--- config.mk ---
export PLATFORM = sky130hd
export DESIGN_NAME = imem_loader
export DESIGN_NICKNAME = d
export VERILOG_FILES = /design/src/rtl/imem_loader.sv
export SDC_FILE = /design/constraint.sdc
export NUM_CORES = 1
export LEC_CHECK = 0
export BUFFER_PORTS_ARGS = -buffer_cell sky130_fd_sc_hd__buf_4
export CORE_MARGIN = 3
export CORE_UTILIZATION = 55
export DETAILED_ROUTE_END_ITERATION = 12
export PLACE_DENSITY = 0.76
export SLEW_MARGIN = 40
export SYNTH_ARGS = -nofsm -noshare
export SYNTH_HDL_FRONTEND = slang
export SYNTH_SLANG_ARGS = --single-unit
--- constraint.sdc ---
create_clock -name clk -period 3.6 [get_ports clk]
set_clock_uncertainty 0.2 [all_clocks]
set_input_delay 0 -clock clk [delete_from_list [all_inputs] [get_ports clk]]
set_output_delay 0 -clock clk [all_outputs]
set_load 0.005 [all_outputs]
--- src/rtl/imem_loader.sv ---
// imem_loader: boot-time instruction memory writer.
// Takes a byte stream (word count header, program words, XOR checksum),
// assembles little-endian words, writes them to imem at BASE, BASE+4, ...,
// and releases the CPU from reset only after a load with a good checksum.
//
// state | meaning
// ------+----------------------------------------------------------
// IDLE  | after reset, waiting for start; CPU held
// HDR   | collecting the 4-byte word count N
// DATA  | collecting the 4 bytes of one program word
// WRITE | one-cycle imem write strobe for the assembled word
// CSUM  | collecting the 4-byte checksum, compared against the XOR of all words
// DONE  | load succeeded, CPU released; waits for start
// ERR   | bad header or checksum, CPU held; waits for start
module imem_loader #(
  parameter int          DEPTH = 64,
  parameter logic [31:0] BASE  = 32'h0000_0000
) (
  input  logic        clk,
  input  logic        reset,
  input  logic        start,
  input  logic        rx_valid,
  input  logic [7:0]  rx_data,
  output logic        rx_ready,
  output logic        we,
  output logic [31:0] wa,
  output logic [31:0] wd,
  output logic        cpu_hold,
  output logic        done,
  output logic        error,
  output logic [6:0]  words_loaded
);

  localparam logic [2:0] S_IDLE  = 3'd0;
  localparam logic [2:0] S_HDR   = 3'd1;
  localparam logic [2:0] S_DATA  = 3'd2;
  localparam logic [2:0] S_WRITE = 3'd3;
  localparam logic [2:0] S_CSUM  = 3'd4;
  localparam logic [2:0] S_DONE  = 3'd5;
  localparam logic [2:0] S_ERR   = 3'd6;

  logic [2:0]  state;
  logic [1:0]  byte_idx;
  logic [23:0] asm_q;      // bytes 0..2; byte 3 is taken straight from rx_data
  logic [31:0] acc;
  logic [6:0]  n_words;    // only loaded once N is known to be 1..DEPTH
  logic        accept;
  logic        last_byte;
  logic [31:0] word;
  logic [6:0]  wl_next;

  // Handshake, write strobe and the word completed by the current byte
  always_comb begin
    rx_ready  = (state == S_HDR) || (state == S_DATA) || (state == S_CSUM);
    we        = (state == S_WRITE);
    accept    = rx_valid && rx_ready;
    last_byte = accept && (byte_idx == 2'd3);
    word      = {rx_data, asm_q};
    wl_next   = words_loaded + 7'd1;
  end

  // Sequencer, byte assembly, checksum and imem address/data registers
  always_ff @(posedge clk or negedge reset) begin
    if (!reset) begin
      state        <= S_IDLE;
      byte_idx     <= 2'd0;
      asm_q        <= 24'd0;
      acc          <= 32'd0;
      n_words      <= 7'd0;
      wa           <= BASE;
      wd           <= 32'd0;
      cpu_hold     <= 1'b1;
      done         <= 1'b0;
      error        <= 1'b0;
      words_loaded <= 7'd0;
    end else begin
      if (accept) begin
        byte_idx <= byte_idx + 2'd1;
        case (byte_idx)
          2'd0:    asm_q[7:0]   <= rx_data;
          2'd1:    asm_q[15:8]  <= rx_data;
          2'd2:    asm_q[23:16] <= rx_data;
          default: ;
        endcase
      end
      case (state)
        S_IDLE, S_DONE, S_ERR: begin
          if (start) begin
            state        <= S_HDR;
            byte_idx     <= 2'd0;
            asm_q        <= 24'd0;
            acc          <= 32'd0;
            words_loaded <= 7'd0;
            wa           <= BASE;
            done         <= 1'b0;
            error        <= 1'b0;
            cpu_hold     <= 1'b1;
          end
        end
        S_HDR: begin
          if (last_byte) begin
            if (word == 32'd0) begin
              state <= S_CSUM;
            end else if (word > 32'(DEPTH)) begin
              state <= S_ERR;
              error <= 1'b1;
            end else begin
              state   <= S_DATA;
              n_words <= word[6:0];
            end
          end
        end
        S_DATA: begin
          if (last_byte) begin
            state <= S_WRITE;
            wd    <= word;
            acc   <= acc ^ word;
          end
        end
        S_WRITE: begin
          words_loaded <= wl_next;
          // wa only advances when another word follows, so it never points
          // past the last word actually written
          if (wl_next == n_words) begin
            state <= S_CSUM;
          end else begin
            state <= S_DATA;
            wa    <= wa + 32'd4;
          end
        end
        S_CSUM: begin
          if (last_byte) begin
            if (word == acc) begin
              state    <= S_DONE;
              done     <= 1'b1;
              cpu_hold <= 1'b0;
            end else begin
              state    <= S_ERR;
              error    <= 1'b1;
              cpu_hold <= 1'b1;
            end
          end
        end
        default: state <= S_IDLE;
      endcase
    end
  end

endmodule

==> impl_metrics.yaml, run 1 <==
synth:
  yosysWarnings: 0
  synth_edf_count: 0
  async_flop_share_pct: 100
  avgSynthCellArea_sq_um: 8.88
  ys.flop_type: "dfrtp_1"
  ys_ff_latch: 140
  seq_area_frac_synth_pct: 44.1
  synth_cells: 895
  synth.distinct_cells: 68
  syn_area_sq_um: 7940
placed_design:
  io_buffers: 85
  pre_cts_slack_ns: 0.719
  placed_area_sq_um: 8710
  gp_congestion: 0.853
  hpwl_um: 13800
detailed_routing:
  drt_iter0_drc: 833
  vias_per_cell: 6.29
  wl_um: 21400
  wl_per_cell_um: 18.6
  ant_nets: 0
  post-route-drc-count: 0
  vias: 7264
  first_pass_iters: 5
critical_path:
  start_kind: "register"
  crit_type: "register to register"
  reg2reg_setup_slack_ns: 0.68
  critical_path_arrival_ns: 3.06
  crit_path_max_fanout: 25
  rr_startpoint: "state[1]"
  r2r_end: "acc[3]"
  required_ns: 3.74
  r2r_cells: 6
  endpoint_kind: "register"
timing:
  rsz0062_at_grt: "false"
  hold_violations: 0
  fin_crit_sh_pct: 81.1
  layout_setup_ws_ns: 0.682
  worstMarginPinSlew_ns: 0.773
  fin_setup_tns_ns: 0
  post-route-min-period_ns: 2.92
  holdWs_ns: 0.216
  slew_viol_final: 0
  setup_viol: 0
  slew-limit-headroom_pct: 48.1
  fmax_mhz: 343
global_route:
  grt-ovfl-total: 0
  antenna_found_initial: 0
  grt_max_degree: 83
  first_global_vias: 6798
  grt_pass1_wl_um: 35200
  grt_usage_pct: 27.0
clock_network:
  hold_buffers: 13
  root_buffer: "clkbuf_16"
  clkTransAtPathRegs_ns: 0.06
  cts_tree: "done"
  htree_levels: 4
  cts_resized: 0
  cts.sinks: 140
  cts_buffers: 17
  cts_setup_buffers: 0
  clock_latency_ns: 0.42
  cts.path.max_buffers: 2
power_and_ir_drop:
  p_sw_mw: 2.40
  p_per_area_nw_per_um2: 666
  peakVddDrop_uv: 566
  p_leak_nw: 4.51
  power_frac_seq_pct: 35.2
  p_comb_share_pct: 34.3
  netSwitchingFraction_pct: 37.9
  power.total_mw: 6.33
  internal_power_mw: 3.93
  pwr-share-clk_pct: 30.5
finish:
  multi_input_area_sq_um: 4030
  antenna_cells: 0
  final.fill_count: 1103
  drive_gt1_share_pct: 16.8
  nets: 980
  area_growth_pct: 19.6
  final_common_cell: "nand2_1"
  fin_area_sq_um: 9500
  final_cell_mix: "nand2_1 (157), dfrtp_1 (139), buf_4 (109), a21oi_1 (52)"
  seq_area_sq_um: 3500
die:
  pin_count: 88
  dieWidth_um: 126
  dieArea_sq_um: 15900
  initial_utilization_pct: 56.8
  row_count: 43
  core_sq_um: 14000
  die_height_um: 126
job:
  maxCapViolCount: 0
worst_hold_path:
  min_to: "wd[30]"
  hp-class: "input port to register"
  hp-start: "rx_data[6]"
  whs_path_depth: 4
outcome:
  run_status: "completed"
## critical path, cell delays in order (launching register included)
cell	delay [ns]
dfrtp_1	0.77
or3b_2	0.71
inv_1	0.17
nand3_2	0.33
buf_4	0.35
a2bb2oi_1	0.14
mux2i_1	0.16
## per-stage QoR
step / utilization (%) / instances
global route: 67.9 / 1154
detailed placement: 62.3 / 1110
CTS: 67.9 / 1154
global placement: 62.3 / 1110
finish: 67.9 / 1154
floorplan: - / 896
## power groups by stage
stage	registers, mW	clock network (mW)	logic, mW
after global routing	2.28	2.02	2.39
final	2.23	1.93	2.17
after global placement	2.24	0	2.09
after CTS	2.22	1.95	2.16
after detailed placement	2.25	0	2.12
after floorplan	2.11	0	1.48
## how the worst max path moves through the flow
stage / start / to / slack (ns)
2_1_floorplan: words_loaded[0] / wa[10] / 1.23
3_3_place_gp: state[1] / acc[21] / 0.83
3_5_place_dp: state[1] / acc[3] / 0.72
4_1_cts: state[1] / acc[3] / 0.73
5_1_grt: state[1] / acc[12] / 0.52
6_report: state[1] / acc[3] / 0.68
## logic make-up (layout without fill, tap and decap cells)
group,after synthesis,after routing,synth area share (%)
AOI/OAI and AO/OA,206,206,18.5
buffers and inverters,103,181,5.21
and+or+nand+nor,357,357,21.2
other,1,2,0.0472
muxes,39,39,5.04
DFF,140,140,44.1
adders and majority gates,6,6,0.945
xor gates and xnor gates,43,43,4.91
## cells in the mapped netlist, types with 3 or more instances
cell type	n	share of area [%]
a211o_1	8	0.88
a211oi_1	14	1.3
a21boi_0	4	0.38
a21oi_1	52	3.3
a2bb2oi_1	18	2.0
a311oi_1	17	1.9
a31o_2	5	0.55
a31oi_1	9	0.71
a32oi_1	3	0.33
and2_1	5	0.39
and3_1	10	0.79
buf_1	7	0.33
buf_2	10	0.63
clkbuf_1	56	2.6
dfrtp_1	139	44
ha_1	6	0.95
inv_1	26	1.2
mux2_2	8	1.1
mux2i_1	31	3.9
nand2_1	157	7.4
nand2b_1	5	0.39
nand3_1	51	3.2
nand4_1	18	1.4
nor2_1	50	2.4
nor2b_1	4	0.31
nor3_1	11	0.69
nor3b_1	5	0.47
nor4_1	20	1.6
o2111ai_1	6	0.66
o21a_1	3	0.28
o21ai_0	24	1.5
o311a_1	4	0.50
o311ai_0	3	0.33
o31ai_1	5	0.47
o41ai_1	12	1.3
or3_1	5	0.39
or3b_2	3	0.33
or4_1	3	0.28
xnor2_1	4	0.44
xor2_1	38	4.2
## registers in the layout, indices dropped and copies added, names as in the netlist
signal        flops
acc              32
wd               32
wa               30
asm_q            24
n_words           7
words_loaded      7
state             3
byte_idx          2
cpu_hold          1
done              1
error             1
## cell type report
| class | count | area share, % |
|---|---|---|
| clock buffers | 18 | 4.52 |
| inverters | 26 | 1.03 |
| flip-flops and latches | 140 | 36.9 |
| well taps | 180 | 2.37 |
| multi-input cells | 653 | 42.4 |
| clock inverters | 13 | 2.28 |
| repair buffers | 124 | 10.5 |
## routing by layer
layer / track usage, % / share of wire (%) / wire, um / vias up
li1: - / - / - / 3387
met1: 35.7 / 42 / 8890 / 3546
met3: 4.96 / 6.2 / 1340 / 47
met2: 44.8 / 49 / 10600 / 284
met4: 9.65 / 2.7 / 585 / 0
met5: 0 / 0 / 0 / -
Note: power is estimated with default switching activity, not from simulation.
==> run 2, diff against run 1 <==
--- a/config.mk
+++ b/config.mk
@@ -7,9 +7,9 @@
 export LEC_CHECK = 0
 export BUFFER_PORTS_ARGS = -buffer_cell sky130_fd_sc_hd__buf_4
 export CORE_MARGIN = 3
-export CORE_UTILIZATION = 55
+export CORE_UTILIZATION = 54
 export DETAILED_ROUTE_END_ITERATION = 12
-export PLACE_DENSITY = 0.76
+export PLACE_DENSITY = 0.77
 export SLEW_MARGIN = 40
 export SYNTH_ARGS = -nofsm -noshare
 export SYNTH_HDL_FRONTEND = slang
==> constraint.sdc (replaced) <==
create_clock -name clk -period 2.5 [get_ports clk]
set_clock_uncertainty 0.2 [all_clocks]
set_input_delay 0 -clock clk [delete_from_list [all_inputs] [get_ports clk]]
set_output_delay 0 -clock clk [all_outputs]
set_load 0.005 [all_outputs]
==> impl_metrics.yaml, run 2 (synthesis results as in run 1) <==
critical_path:
  required_ns: 2.64
  start_kind: "register"
  critical_path_arrival_ns: 2.56
  cpPeakStageDelay_ns: 0.56
  crit_type: "register to register"
  endpoint_kind: "register"
  crit_slowest_cell: "or4_4"
  critical_path.most_common_cell: "or4_4"
  crit_path_max_fanout: 6
  worstPathCellList: "or4_4 > or4_4 > and3_1 > a211o_1 > a31oi_1"
clock_network:
  clock_latency_ns: 0.43
  clkTransAtPathRegs_ns: 0.06
  root_buffer: "clkbuf_16"
  cts_buffers: 17
  cts.path.max_buffers: 2
  cts.sinks: 140
  cts_tree: "done"
  htree_levels: 4
detailed_routing:
  post-route-drc-count: 0
  first_pass_iters: 5
  vias_per_cell: 6.31
  wl_um: 22400
  ant_nets: 0
  vias: 7487
  wl_per_cell_um: 18.8
  drt_iter0_drc: 683
power_and_ir_drop:
  p_comb_share_pct: 39.2
  internal_power_mw: 5.89
  peakVddDrop_uv: 695
  pwr-share-clk_pct: 28.5
  netSwitchingFraction_pct: 37.3
  p_leak_nw: 4.70
  p_per_area_nw_per_um2: 956
  power_frac_seq_pct: 32.3
  p_sw_mw: 3.51
placed_design:
  io_buffers: 85
  gp_congestion: 0.883
  pre_cts_slack_ns: 0.107
  hpwl_um: 14800
die:
  row_count: 43
  dieWidth_um: 127
  core_sq_um: 14100
  initial_utilization_pct: 56.1
  die_height_um: 127
  dieArea_sq_um: 16200
  pin_count: 88
finish:
  multi_input_area_sq_um: 4060
  final.fill_count: 1108
  seq_area_sq_um: 3510
  reg_top3: "acc: 32 flops, wd: 32 flops, wa: 30 flops"
  antenna_cells: 0
  nets: 1014
  final_cell_mix: "nand2_1 (157), dfrtp_1 (138), buf_4 (136), a21oi_1 (52)"
  drive_gt1_share_pct: 20.2
  final_common_cell: "nand2_1"
  area_growth_pct: 23.8
timing:
  slew_viol_final: 0
  post-route-min-period_ns: 2.42
  layout_setup_ws_ns: 0.0828
  hold_violations: 0
  fmax_mhz: 414
  slew-limit-headroom_pct: 58.4
  fin_crit_sh_pct: 96.7
  fin_setup_tns_ns: 0
  worstMarginPinSlew_ns: 0.624
  setup_viol: 0
  rsz0062_at_grt: "false"
global_route:
  grt-ovfl-total: 0
  grt_pass1_wl_um: 36600
  first_global_vias: 7266
  grt_max_degree: 65
  grt_usage_pct: 27.9
  antenna_found_initial: 0
outcome:
  run_status: "completed"
job:
  maxCapViolCount: 0
worst_hold_path:
  hp-class: "input port to register"
==> run 2: cell count changes in the layout (fill, tap and decap cells not counted), moves of 2 or more <==
cell,previous run,this run
clkbuf_8,0,2
inv_6,2,0
clkinv_4,5,3
a311oi_2,0,2
clkinvlp_4,0,2
buf_4,109,136
buf_12,1,8
a311oi_1,17,15
==> run 2: power by group through the flow <==
stage	logic, mW	registers (mW)	clock network (mW)
6_report	3.68	3.04	2.68
5_1_grt	4.01	3.09	2.82
4_1_cts	3.62	3.03	2.71
3_5_place_dp	3.57	3.06	0
3_3_place_gp	3.51	3.05	0
2_1_floorplan	2.14	3.03	0
==> run 2: what timing repair did <==
item	CTS	global route
gates resized for setup	0	7
hold buffers	12	0
endpoints found under the hold margin	194	0
setup buffers	0	1
endpoints found under the setup margin	0	15
==> run 2: critical path, delay by kind of cell, from the launching register on <==
kind            cells  cell delay (ns)
flops               1             0.44
compound gates      2             0.47
simple gates        3             1.22
==> run 2: final timing paths <==
check                      cells after the start  slack [ns]       start               to
setup / recovery                               5        0.08    asm_q[0]         state[2]
hold / removal                                 4        0.21  rx_data[6]           wd[30]
setup reg to reg                               5        0.08    asm_q[0]         state[2]
hold reg to reg                                2        0.28       wd[7]            wd[7]
max in group asynchronous                      4        0.93       reset           wa[15]
min in group asynchronous                      3        0.48       reset  words_loaded[2]
==> run 2: cell type report <==
class | count | area share [%]
multi-input combinational | 653 | 41.3
sequential | 140 | 35.6
timing repair buffer | 158 | 13.5
clock buffer | 20 | 4.64
tap | 180 | 2.29
clock inverter | 10 | 1.69
inverter | 26 | 0.992
==> run 2: per-layer routing <==
metal	vias to the layer above	track usage [%]	part of all wire, %
li1	3446	-	-
met1	3637	36.0	41
met2	356	45.7	50
met3	48	5.85	6.4
met4	0	12.3	2.7
met5	-	0	0
==> run 2: metrics by stage <==
step	instances	hold WS (ns)	power [mW]	cell area (sq um)	utilization [%]
2_1_floorplan	896	-0.496	5.17	7950	-
3_3_place_gp	1144	-0.166	6.56	9050	64.0
3_5_place_dp	1144	-0.167	6.63	9050	64.0
4_1_cts	1186	0.192	9.36	9800	69.2
5_1_grt	1187	0.235	9.92	9840	69.5
6_report	1187	0.214	9.41	9840	69.5
==> run 3, diff against run 2 <==
--- a/config.mk
+++ b/config.mk
@@ -6,6 +6,7 @@
 export NUM_CORES = 1
 export LEC_CHECK = 0
 export BUFFER_PORTS_ARGS = -buffer_cell sky130_fd_sc_hd__buf_4
+export CORE_ASPECT_RATIO = 1.2
 export CORE_MARGIN = 3
 export CORE_UTILIZATION = 54
 export DETAILED_ROUTE_END_ITERATION = 12
==> impl_metrics.yaml, run 3 (synthesis results as in run 1) <==
critical_path:
  crit_start: "asm_q[1]"
  endpoint_kind: "register"
  cpPeakStageDelay_ns: 0.55
  rr_startpoint: "asm_q[1]"
  crit_type: "register to register"
  crit_slowest_cell: "or4_4"
  required_ns: 2.65
  critical_path.most_common_cell: "or4_4"
  critical_path_arrival_ns: 2.52
  r2r_cells: 5
  start_kind: "register"
  r2r_end: "state[2]"
  endpoint: "state[2]"
  worstPathCellList: "or4_4 > or4_4 > and3_1 > a211o_1 > a31oi_1"
  crit_path_max_fanout: 6
  reg2reg_setup_slack_ns: 0.13
finish:
  area_growth_pct: 22.8
  final.fill_count: 1147
  drive_gt1_share_pct: 20.0
  reg_top3: "acc: 32 flops, wd: 32 flops, wa: 30 flops"
  fin_area_sq_um: 9760
  final_cell_mix: "nand2_1 (157), buf_4 (139), dfrtp_1 (138), a21oi_1 (52)"
  antenna_cells: 0
  nets: 1014
  final_common_cell: "nand2_1"
power_and_ir_drop:
  netSwitchingFraction_pct: 39.1
  pwr-share-clk_pct: 28.0
  p_comb_share_pct: 39.3
  p_leak_nw: 4.67
  internal_power_mw: 5.67
  power_frac_seq_pct: 32.7
  p_per_area_nw_per_um2: 954
  p_sw_mw: 3.64
  peakVddDrop_uv: 572
timing:
  post-route-min-period_ns: 2.37
  fin_setup_tns_ns: 0
  fmax_mhz: 422
  rsz0062_at_grt: "false"
  slew-limit-headroom_pct: 46.6
  hold_violations: 0
  holdWs_ns: 0.210
  slew_viol_final: 0
  setup_viol: 0
  worstMarginPinSlew_ns: 0.801
  fin_crit_sh_pct: 94.8
detailed_routing:
  wl_um: 22400
  wl_per_cell_um: 19.0
  vias_per_cell: 6.25
  vias: 7374
  ant_nets: 0
  post-route-drc-count: 0
  drt_iter0_drc: 722
  first_pass_iters: 5
placed_design:
  io_buffers: 85
  hpwl_um: 14700
  placed_area_sq_um: 9010
  gp_congestion: 0.901
global_route:
  met2_usage_pct: 48.4
  antenna_found_initial: 0
  grt_usage_pct: 28.0
  grt-ovfl-total: 0
  grt_max_degree: 62
  grt_busiest_layer: "met2"
  grt_use_met1_pct: 34.3
  use_met3_pct: 4.85
  first_global_vias: 7044
  grt_pass1_wl_um: 35900
die:
  initial_utilization_pct: 56.3
  core_sq_um: 14100
  dieArea_sq_um: 16200
  row_count: 47
  die_height_um: 139
  dieWidth_um: 117
  pin_count: 88
clock_network:
  clkTransAtPathRegs_ns: 0.06
  cts_tree: "done"
  cts.path.max_buffers: 2
  htree_levels: 4
  cts.sinks: 140
  root_buffer: "clkbuf_16"
  cts_buffers: 17
  clock_latency_ns: 0.43
worst_hold_path:
  hp-class: "input port to register"
job:
  maxCapViolCount: 0
outcome:
  run_status: "completed"
[run 3: changes by cell type in the layout (fill, tap and decap cells not counted), sizes merged]
| cell | delta |
|---|---|
| clkbuf | -3 |
| bufinv | -2 |
| inv | +8 |
| clkinvlp | +1 |
| clkinv | -2 |
[run 3: through the flow]
stage               utilization [%]  power, mW  setup slack, ns  std cells
global route                   69.1       9.82          0.00688       1180
finish                         69.1       9.31            0.130       1180
global placement               63.8       6.56            0.125       1134
detailed placement             63.8       6.63           0.0964       1134
CTS                            69.0       9.28           0.0847       1178
floorplan                         -       5.17            0.126        896
[run 3: final cells by class]
cell class                 count  area [sq um]  area share [%]
multi-input combinational    653          4040            41.4
sequential                   140          3510            35.9
timing repair buffer         158          1290            13.3
clock buffer                  17           425            4.36
tap                          171           214            2.19
clock inverter                15           179            1.83
inverter                      26          97.6            1.00
[run 3: worst min path at each step]
stage | startpoint | endpoint | depth (start not counted)
2_1_floorplan | reset | acc[0] | 0
3_3_place_gp | reset | wa[18] | 1
3_5_place_dp | reset | wa[18] | 1
4_1_cts | rx_data[1] | wd[25] | 4
5_1_grt | rx_data[0] | wd[24] | 4
6_report | rx_data[1] | wd[25] | 4
[run 3: layer usage]
layer | wire length, um | up-vias
li1 | - | 3449
met1 | 8800 | 3560
met2 | 11600 | 316
met3 | 1270 | 49
met4 | 663 | 0
met5 | 0 | -
[run 3: repair_timing]
action	CTS	global route
endpoints found under the hold margin	194	0
setup buffers	0	2
gates resized for setup	0	2
hold buffers	12	0
setup endpoints to repair	0	17
[run 3: critical path: cells and delay by family, from the launching register on]
family             cells  cell delay [ns]
AOI/OAI and AO/OA      2             0.45
DFF                    1             0.45
and+or+nand+nor        3             1.19
[run 3: power by group through the flow]
stage | clock, mW | sequential, mW | combinational, mW
3_5_place_dp | 0 | 3.07 | 3.55
3_3_place_gp | 0 | 3.06 | 3.50
4_1_cts | 2.64 | 3.04 | 3.60
2_1_floorplan | 0 | 3.03 | 2.14
5_1_grt | 2.73 | 3.10 | 3.98
6_report | 2.61 | 3.05 | 3.66
